--- src/rtl/codebreak_pkg.sv ---
// Shared types and defaults for the RC4 key-search scheduler and its helpers.
package codebreak_pkg;

  typedef enum logic [2:0] {
    IDLE,
    DISPATCH,
    DRAIN,
    FOUND,
    EXHAUSTED
  } sched_state_t;

  localparam int          KEY_W_DEF    = 24;
  localparam logic [23:0] KEY_LAST_DEF = 24'h3FFFFF;

  // Core count is capped at 16, so a 16-bit popcount covers every build.
  function automatic logic [4:0] popcount16(input logic [15:0] v);
    logic [4:0] n;
    n = '0;
    for (int i = 0; i < 16; i++) n = n + {4'b0, v[i]};
    return n;
  endfunction

endpackage

--- src/rtl/key_slot_pick.sv ---
// Lowest-index-set priority encoder: valid plus index of the first request bit.
module key_slot_pick #(
  parameter int N     = 4,
  parameter int IDX_W = (N > 1) ? $clog2(N) : 1
) (
  input  logic [N-1:0]     req,
  output logic             valid,
  output logic [IDX_W-1:0] idx
);

  always_comb begin
    valid = 1'b0;
    idx   = '0;
    for (int i = N - 1; i >= 0; i--) begin
      if (req[i]) begin
        valid = 1'b1;
        idx   = IDX_W'(i);
      end
    end
  end

endmodule

--- src/rtl/key_search_sched.sv ---
// Shares an ascending RC4 key range across NUM_CORES decrypt cores and records the first hit.
// Optional keys_done progress counter is built when KEY_PROGRESS_EN is defined.
module key_search_sched
  import codebreak_pkg::*;
#(
  parameter int               NUM_CORES = 4,
  parameter int               KEY_W     = KEY_W_DEF,
  parameter logic [KEY_W-1:0] KEY_FIRST = '0,
  parameter logic [KEY_W-1:0] KEY_LAST  = KEY_LAST_DEF
) (
  input  logic                       clk,
  input  logic                       rst,
  input  logic                       go,
  output logic [NUM_CORES-1:0]       core_start,
  output logic [NUM_CORES*KEY_W-1:0] core_key,
  input  logic [NUM_CORES-1:0]       core_done,
  input  logic [NUM_CORES-1:0]       core_cracked,
  output logic                       busy,
  output logic                       cracked,
  output logic                       failed,
  output logic [KEY_W-1:0]           found_key,
  output sched_state_t               dbg_state
`ifdef KEY_PROGRESS_EN
  ,
  output logic [KEY_W:0]             keys_done
`endif
);

  localparam int IDX_W = (NUM_CORES > 1) ? $clog2(NUM_CORES) : 1;

  // Core handshake: core_start[i] is a one-cycle request carrying core_key[i];
  // the core answers later with a one-cycle core_done[i] (core_cracked[i] qualifies it).
  // Between the two the core counts as busy and its key is frozen.
  sched_state_t             state, state_nxt;
  logic [KEY_W:0]           next_key, next_key_nxt, issue_key;
  logic [NUM_CORES-1:0]     core_busy, busy_nxt, start_nxt;
  logic [NUM_CORES-1:0]     done_v, crack_req, free_req;
  logic [KEY_W-1:0]         core_key_q [NUM_CORES];
  logic [KEY_W-1:0]         found_nxt, found_key_q;
  logic                     hit, hit_nxt, issued_all, issued_nxt;
  logic                     active, go_ok, capture, dispatch_en;
  logic                     free_v, win_v;
  logic [IDX_W-1:0]         free_idx, win_idx;

  assign active    = (state == DISPATCH) || (state == DRAIN);
  assign go_ok     = go && ((state == IDLE) || (state == FOUND) || (state == EXHAUSTED));
  assign done_v    = active ? (core_done & core_busy) : '0;
  assign crack_req = done_v & core_cracked;
  assign free_req  = ~core_busy & ~core_done;
  assign capture   = active && win_v && !hit;
  assign issue_key = go_ok ? {1'b0, KEY_FIRST} : next_key;
  // The accepted go dispatches its first key on the same edge so the start follows go directly.
  assign dispatch_en = go_ok || ((state == DISPATCH) && !capture && !issued_all &&
                                 (next_key <= {1'b0, KEY_LAST}));

  key_slot_pick #(.N(NUM_CORES), .IDX_W(IDX_W)) u_free_pick (
    .req   (free_req),
    .valid (free_v),
    .idx   (free_idx)
  );

  key_slot_pick #(.N(NUM_CORES), .IDX_W(IDX_W)) u_win_pick (
    .req   (crack_req),
    .valid (win_v),
    .idx   (win_idx)
  );

  always_comb begin
    state_nxt    = state;
    next_key_nxt = next_key;
    busy_nxt     = core_busy & ~done_v;
    start_nxt    = '0;
    hit_nxt      = hit;
    found_nxt    = found_key_q;
    issued_nxt   = issued_all;
    if (capture) begin
      hit_nxt = 1'b1;
      for (int i = 0; i < NUM_CORES; i++)
        if (win_idx == IDX_W'(i)) found_nxt = core_key_q[i];
    end
    if (go_ok) begin
      state_nxt    = DISPATCH;
      hit_nxt      = 1'b0;
      found_nxt    = '0;
      issued_nxt   = 1'b0;
      next_key_nxt = {1'b0, KEY_FIRST};
    end
    if ((state == DISPATCH) && capture) state_nxt = DRAIN;
    if ((state == DRAIN) && (busy_nxt == '0)) state_nxt = hit_nxt ? FOUND : EXHAUSTED;
    if (dispatch_en && free_v) begin
      for (int i = 0; i < NUM_CORES; i++)
        if (free_idx == IDX_W'(i)) start_nxt[i] = 1'b1;
      busy_nxt     = busy_nxt | start_nxt;
      next_key_nxt = issue_key + (KEY_W + 1)'(1);
      if (issue_key == {1'b0, KEY_LAST}) begin
        issued_nxt = 1'b1;
        state_nxt  = DRAIN;
      end
    end
  end

  always_ff @(posedge clk or posedge rst) begin
    if (rst) begin
      state       <= IDLE;
      next_key    <= {1'b0, KEY_FIRST};
      core_busy   <= '0;
      core_start  <= '0;
      hit         <= 1'b0;
      issued_all  <= 1'b0;
      found_key_q <= '0;
      for (int i = 0; i < NUM_CORES; i++) core_key_q[i] <= '0;
    end else begin
      state       <= state_nxt;
      next_key    <= next_key_nxt;
      core_busy   <= busy_nxt;
      core_start  <= start_nxt;
      hit         <= hit_nxt;
      issued_all  <= issued_nxt;
      found_key_q <= found_nxt;
      for (int i = 0; i < NUM_CORES; i++)
        if (start_nxt[i]) core_key_q[i] <= issue_key[KEY_W-1:0];
    end
  end

  for (genvar g = 0; g < NUM_CORES; g++) begin : g_key
    assign core_key[g*KEY_W +: KEY_W] = core_key_q[g];
  end

  assign busy      = active;
  assign cracked   = (state == FOUND);
  assign failed    = (state == EXHAUSTED);
  assign found_key = found_key_q;
  assign dbg_state = state;

`ifdef KEY_PROGRESS_EN
  localparam logic [KEY_W+1:0] PROG_MAX = (KEY_W + 2)'(1) << KEY_W;
  logic [KEY_W+1:0] prog_sum;

  assign prog_sum = {1'b0, keys_done} + (KEY_W + 2)'(popcount16(16'(core_done)));

  always_ff @(posedge clk or posedge rst) begin
    if (rst)                    keys_done <= '0;
    else if (go_ok)             keys_done <= '0;
    else if (prog_sum > PROG_MAX) keys_done <= PROG_MAX[KEY_W:0];
    else                        keys_done <= prog_sum[KEY_W:0];
  end
`endif

`ifndef SYNTHESIS
  // A done from an idle core means the core array and this block disagree about ownership.
  assert property (@(posedge clk) disable iff (rst) (core_done & ~core_busy) == '0);
`endif

endmodule

--- config.mk ---
export PLATFORM = sky130hd
export DESIGN_NAME = key_search_sched
export DESIGN_NICKNAME = d
export VERILOG_FILES = /design/src/rtl/codebreak_pkg.sv /design/src/rtl/key_slot_pick.sv /design/src/rtl/key_search_sched.sv
export SDC_FILE = /design/constraint.sdc
export NUM_CORES = 1
export LEC_CHECK = 0
export ABC_AREA = 1
export BUFFER_PORTS_ARGS = -buffer_cell sky130_fd_sc_hd__buf_4
export CAP_MARGIN = 20
export CORE_ASPECT_RATIO = 1.5
export CORE_MARGIN = 4
export CORE_UTILIZATION = 25
export DETAILED_ROUTE_END_ITERATION = 10
export GPL_ROUTABILITY_DRIVEN = 1
export PLACE_DENSITY_LB_ADDON = 0.08
export SLEW_MARGIN = 20
export SYNTH_ARGS = -nofsm -noshare
export SYNTH_HDL_FRONTEND = slang
export SYNTH_SLANG_ARGS = --single-unit
export TNS_END_PERCENT = 100
--- constraint.sdc ---
create_clock -name clk -period 5.9 [get_ports clk]
set_clock_uncertainty 0.1 [all_clocks]
set_input_delay 1.475 -clock clk [delete_from_list [all_inputs] [get_ports clk]]
set_output_delay 1.475 -clock clk [all_outputs]
set_load 0.02 [all_outputs]
==> metrics.yaml, run 1 <==
worstPathArrival_ns: 4.04
rsz0062_at_grt: "no"
initial_utilization_pct: 25.3
synth_simple_gate_area_share_pct: 29.9
slew_viol_final: 0
layout_common_cells: "nand2_1 (318), dfrtp_1 (158), buf_4 (150)"
grt-ovfl-total: 0
crit_fanout: 24
rows: 79
h-tree-depth: 4
instances_no_fill: 1511
cts_tree: "done"
track_usage_pct: 17.1
drt-pass1-iter-count: 5
grt_max_degree: 90
fin_nets: 1109
clk_latency_ns: 0.44
cts_max_path_buffers: 2
drtIter0Drc: 450
multi_input_area_sq_mm: 0.00328
avgSynthCellArea_sq_um: 8.03
fin_crit_ns: 3.78
area_growth_pct: 24.4
synth.distinct_cells: 36
vias: 6887
slowest_stage: "inv_1"
cts_root_buffer: "clkbuf_16"
yosys_most_used_dff: "dfrtp_1"
min_path_type: "flop to flop"
async_flop_share_pct: 100
max_stage_delay_ns: 0.75
synth_seq_area_share_pct: 50.3
dp_hpwl_um: 20700
relSlewSlack_pct: 30.9
finalSetupTns_ns: 0
num_antenna_cells: 0
worstMarginPinSlew_ns: 1.04
vias_per_cell: 4.56
synthMuxAreaShare_pct: 0
fin_crit_sh_pct: 64.0
path_buf_inv: 5
cts_post_setup_buffers_inserted: 0
gp_congestion: 0.894
antenna_found_initial: 0
wire_per_inst_um: 19.3
synth_xor_area_share_pct: 1.22
drt_wl_total_um: 29100
synth_compound_gate_area_share_pct: 9.70
synth_fa_ha_area_share_pct: 0.795
worst_path_most_repeated_cell: "inv_1"
portBuffers: 140
drive_above_1_share_pct: 18.5
p_per_area_mw_per_mm2: 237
grt_pass1_wl_um: 45000
synth-edff-count: 0
ys_warn_count: 0
finalHoldViolCount: 0
synth_top_family_by_area: "simple AND/OR/NAND/NOR gates"
dp_cells: 1479
irDropWorstVdd_mv: 0.171
cts_buffers: 17
grt_pass1_vias: 7052
path_class: "input port to flop"
ant_nets: 0
post-place-ws_ns: 1.69
ios: 141
drc: 0
clock_sinks: 158
syn-instance-count: 979
layout_setup_ws_ns: 2.12
clk_pin_slew_ns: 0.06
crit_path_start_kind: "input port"
status: "finished clean"
critPathTopFamily: "buffers and inverters"
timing.fmax_mhz: 265
p_leak_nw: 5.14
required_ns: 6.17
die_area_sq_mm: 0.0344
synth_nets: 995
regArea_sq_mm: 0.00395
netlist_area_sq_mm: 0.00787
hold_buffers: 0
path_cells: "buf_4 -> nand2_1 -> inv_1 -> nand3_1 -> nand2_2 -> inv_1 -> nor2_1 -> inv_1 -> ha_1 -> inv_1 -> nor2_1 -> o311ai_0 -> o21ai_0 -> o21ai_0"
nFillCells: 3375
final_common_cell: "nand2_1"
core_sq_mm: 0.0310
cts_resized: 0
ys_ff_latch: 158
die_w_um: 153
end_kind: "flop"
maxCapViolations: 0
fp.dieH_um: 225
setup_viol: 0
==> routing by layer <==
layer	vias up	GRT usage [%]	part of all wire (%)
li1	3443	-	-
met1	3279	22.6	46
met2	136	28.6	48
met3	29	3.36	3.3
met4	0	5.06	2.1
met5	-	0	0
==> tightest hold or removal path: stages, from the launching register on <==
cell and delay (ns):
dfrtp_1 0.32, inv_1 0.04, nor2_1 0.09
==> flip-flops by register name, indices dropped and copies added, names as in the netlist <==
name / flops
core_key: 96
core_start: 4
next_key: 25
core_busy: 4
dbg_state: 3
hit: 1
issued_all: 1
found_key: 24
==> cell type report <==
cell class | count | share of cell area (%)
flip-flops and latches | 158 | 40.4
multi-input cells | 687 | 33.5
repair buffers | 150 | 11.5
well taps | 405 | 5.18
clock buffers | 19 | 4.53
inverters | 79 | 3.11
clock inverters | 13 | 1.74
==> cells by family (layout without fill, tap and decap cells) <==
family | Yosys count | count (layout)
compound gates | 132 | 132
simple gates | 539 | 539
fa+ha+maj | 5 | 5
xor+xnor | 11 | 11
flops | 158 | 158
buf+inv | 134 | 261
==> through the flow <==
stage / area (sq um) / util (%) / total power [mW] / hold WS [ns]
after CTS: 9780 / 31.5 / 2.35 / 0.402
final: 9780 / 31.5 / 2.32 / 0.396
after global placement: 9170 / 29.5 / 1.15 / 0.378
after detailed placement: 9170 / 29.5 / 1.15 / 0.388
after floorplan: 7870 / - / 1.13 / 0.360
after global routing: 9780 / 31.5 / 2.40 / 0.437
==> cells in the mapped netlist, types with 12 or more instances <==
library cell	number	area, sq um
nand2_1	318	1190
dfrtp_1	158	3950
nor2_1	90	338
inv_1	75	282
o21ai_0	74	370
nand3_1	59	295
nand4_1	48	300
clkbuf_1	20	75.1
buf_2	17	85.1
a21oi_1	14	70.1
o311ai_0	13	114
buf_6	12	135
==> final timing paths <==
path	from	endpoint	slack, ns	cells after the start
min reg2reg	next_key[23]	next_key[23]	0.40	2
max	core_done[3]	found_key[16]	2.12	14
min in group asynchronous	rst	core_start[0]	1.10	2
max in group asynchronous	rst	core_key[7]	3.61	3
min	next_key[23]	next_key[23]	0.40	2
max reg2reg	dbg_state[2]	found_key[16]	2.53	14
==> report_power, final <==
group,internal (mW),total (mW),switching [mW]
Sequential,1.08,1.08,0
Clock,0.713,1.18,0.471
Combinational,0.00855,0.0481,0.0396
Total,1.80,2.32,0.510
(Power assumes the default switching activity.)
==> inputs of run 2 (changes only) <==
--- a/config.mk
+++ b/config.mk
@@ -5,7 +5,7 @@
 export SDC_FILE = /design/constraint.sdc
 export NUM_CORES = 1
 export LEC_CHECK = 0
-export ABC_AREA = 1
+export ABC_AREA = 0
 export BUFFER_PORTS_ARGS = -buffer_cell sky130_fd_sc_hd__buf_4
 export CAP_MARGIN = 20
 export CORE_ASPECT_RATIO = 1.5
==> constraint.sdc (replaced) <==
create_clock -name clk -period 3.3 [get_ports clk]
set_clock_uncertainty 0.1 [all_clocks]
set_input_delay 0.825 -clock clk [delete_from_list [all_inputs] [get_ports clk]]
set_output_delay 0.825 -clock clk [all_outputs]
set_load 0.02 [all_outputs]
==> run 2 against run 1 <==
Against the previous run: sequential power is 130% higher; die area is 7.4% lower; critical endpoint is now found_key[15]; core utilization is 1.2 points higher.
==> metrics.yaml, run 2 <==
clock_sinks: 158  # unchanged
drt-pass1-iter-count: 4  # -1
h-tree-depth: 4  # unchanged
synth-edff-count: 0  # unchanged
ant_nets: 0  # unchanged
ios: 141  # unchanged
reg2reg_from: "dbg_state[1]"
portBuffers: 140  # unchanged
die_w_um: 147  # -3.7%
nFillCells: 2977  # -12%
maxCapViolations: 0  # unchanged
num_antenna_cells: 0  # unchanged
final_common_cell: "dfrtp_1"
fp.dieH_um: 217  # -3.8%
finalHoldViolCount: 0  # unchanged
path_class: "flop to flop"
hold_depth: 1  # -1
yosysTopAreaCellShare_pct: 54.5  # +4.2 points
use_met1_pct: 21.2  # -1.4 points
synth_seq_area_share_pct: 54.5  # +4.2 points
synth_top_cells_by_area: "dfrtp_1 (54%), a22o_1 (9.4%), mux2i_1 (3.9%)"
cts_root_buffer: "clkbuf_16"
slew_viol_final: 0  # unchanged
use_met3_pct: 2.97  # -0.39 points
largest_reg_flops: 96  # unchanged
setup_viol: 0  # unchanged
status: "finished clean"
grt_pass1_vias: 6040  # -14%
area_growth_pct: 29.4
syn-instance-count: 661  # -32%
async_flop_share_pct: 100  # unchanged
synth.most_common_cell: "dfrtp_1"
rr_worst_depth: 13  # -1
p_leak_nw: 4.56  # -11%
regArea_sq_mm: 0.00395  # unchanged
synthTopCellsByCount: "dfrtp_1 (158), a22o_1 (78), nand2_1 (58)"
worstMarginPinSlew_ns: 0.663  # -0.372 ns
final_util_pct: 32.7  # +1.2 points
drt_wl_total_um: 25400  # -13%
ys_ff_latch: 158  # unchanged
cts_buffers: 17  # unchanged
worstPathArrival_ns: 3.18  # -0.86 ns
timing.fmax_mhz: 336
wire_per_inst_um: 21.5  # +11%
yosys_most_used_dff: "dfrtp_1"
drc: 0  # unchanged
finalSetupTns_ns: 0  # unchanged
layout_common_cells: "dfrtp_1 (158), buf_4 (154), a22o_1 (78)"
grt_max_degree: 84  # -6.7%
synth_nets: 677  # -32%
fin_nets: 801  # -28%
core_sq_mm: 0.0287  # -7.5%
fin_crit_ns: 2.97
relSlewSlack_pct: 55.8  # +25 points
drive_above_1_share_pct: 26.3  # +7.7 points
top_usage_layer: "met2"
crit_fanout: 24  # unchanged
synth.distinct_cells: 54  # +50%
critPathLaunch: "dbg_state[1]"
vias_per_cell: 4.98  # +9.2%
grt_pass1_wl_um: 39400  # -12%
antenna_found_initial: 0  # unchanged
ys_warn_count: 0  # unchanged
netlist_area_sq_mm: 0.00726  # -7.7%
rsz0062_at_grt: "no"
crit_path_start_kind: "flop"
irDropWorstVdd_mv: 0.471  # +180%
required_ns: 3.51  # -2.66 ns
p_per_area_mw_per_mm2: 751  # +220%
vias: 5904  # -14%
clk_pin_slew_ns: 0.06  # about the same
end_kind: "flop"
track_usage_pct: 16.1  # -1.1 points
initial_utilization_pct: 25.3  # -0.057 points
grt-ovfl-total: 0  # unchanged
netlist.top_cell.by_area: "dfrtp_1"
r2r_slack_ns: 0.33  # -2.20 ns
cts_tree: "done"
clk_latency_ns: 0.43  # about the same
rows: 76  # -3.8%
fin_crit_sh_pct: 90.1
die_area_sq_mm: 0.0319  # -7.4%
gp_congestion: 0.788  # -12%
dp_hpwl_um: 17600  # -15%
r2r_end: "found_key[15]"
cts_post_setup_buffers_inserted: 0  # unchanged
avgSynthCellArea_sq_um: 11.0  # +37%
cp-endpoint: "found_key[15]"
drtIter0Drc: 356  # -21%
multi_input_area_sq_mm: 0.00301  # -8.2%
cts_max_path_buffers: 2  # unchanged
min_path_type: "flop to flop"
use_met2_pct: 26.8  # -1.7 points
## run 2: cell type report
class / count / area share, %
Sequential cell: 158 / 42.1
Inverter: 19 / 0.799
Clock inverter: 7 / 0.666
Multi-Input combinational cell: 427 / 32.1
Timing Repair Buffer: 162 / 14.0
Tap cell: 390 / 5.19
Clock buffer: 23 / 5.19
## run 2: per-layer routing
| metal | vias up | part of all wire (%) |
|---|---|---|
| li1 | 2699 | - |
| met1 | 3006 | 45 |
| met2 | 176 | 50 |
| met3 | 23 | 4.1 |
| met4 | 0 | 1.6 |
| met5 | - | 0 |
## run 2: critical path, stage by stage, from the launching register on
cell and delay (ns):
dfrtp_1 0.55, xnor2_1 0.17, or2_1 0.24, inv_1 0.18, and2_1 0.17, nand2_1 0.12, inv_1 0.11, ha_1 0.19
buf_12 0.24, mux2i_1 0.34, nor2_1 0.07, a21oi_1 0.13, o211ai_1 0.09, o211a_1 0.15
## run 2: worst min-delay path by stage
stage	slack [ns]	to	start
2_1_floorplan	0.35	next_key[24]	next_key[24]
3_3_place_gp	0.38	next_key[24]	next_key[24]
3_5_place_dp	0.37	next_key[24]	next_key[24]
4_1_cts	0.39	next_key[24]	next_key[24]
5_1_grt	0.41	next_key[23]	next_key[23]
6_report	0.39	next_key[24]	next_key[24]
## run 2: kinds of logic (layout without fill, tap and decap cells)
family / Yosys count / after routing / synth area share (%)
AOI/OAI and AO/OA: 208 / 208 / 23.2
xor gates and xnor gates: 7 / 7 / 0.844
adders and majority gates: 5 / 5 / 0.862
buffers and inverters: 76 / 211 / 4.51
DFF: 158 / 158 / 54.5
muxes: 28 / 28 / 3.86
and+or+nand+nor: 179 / 179 / 12.3
## run 2: repair_timing
item | 4_1_cts | 5_1_grt
hold buffers | 0 | 0
endpoints found under the setup margin | 0 | 3
gates resized for setup | 0 | 1
## run 2: stage by stage
stage / hold WS, ns / power [mW] / instance area [sq um] / setup slack (ns) / std cells
after detailed placement: 0.374 / 5.26 / 8840 / 0.146 / 1156
after floorplan: 0.355 / 4.11 / 7260 / 0.0705 / 661
after CTS: 0.393 / 7.16 / 9390 / 0.275 / 1186
after global placement: 0.380 / 5.23 / 8840 / 0.168 / 1156
after global routing: 0.412 / 7.46 / 9400 / 0.0776 / 1186
final: 0.389 / 7.06 / 9400 / 0.328 / 1186
## run 2: where the power goes
part	internal [mW]	switching [mW]
Clock	1.10	0.770
Sequential	2.22	0.308
Combinational	1.01	1.65
Total	4.33	2.73
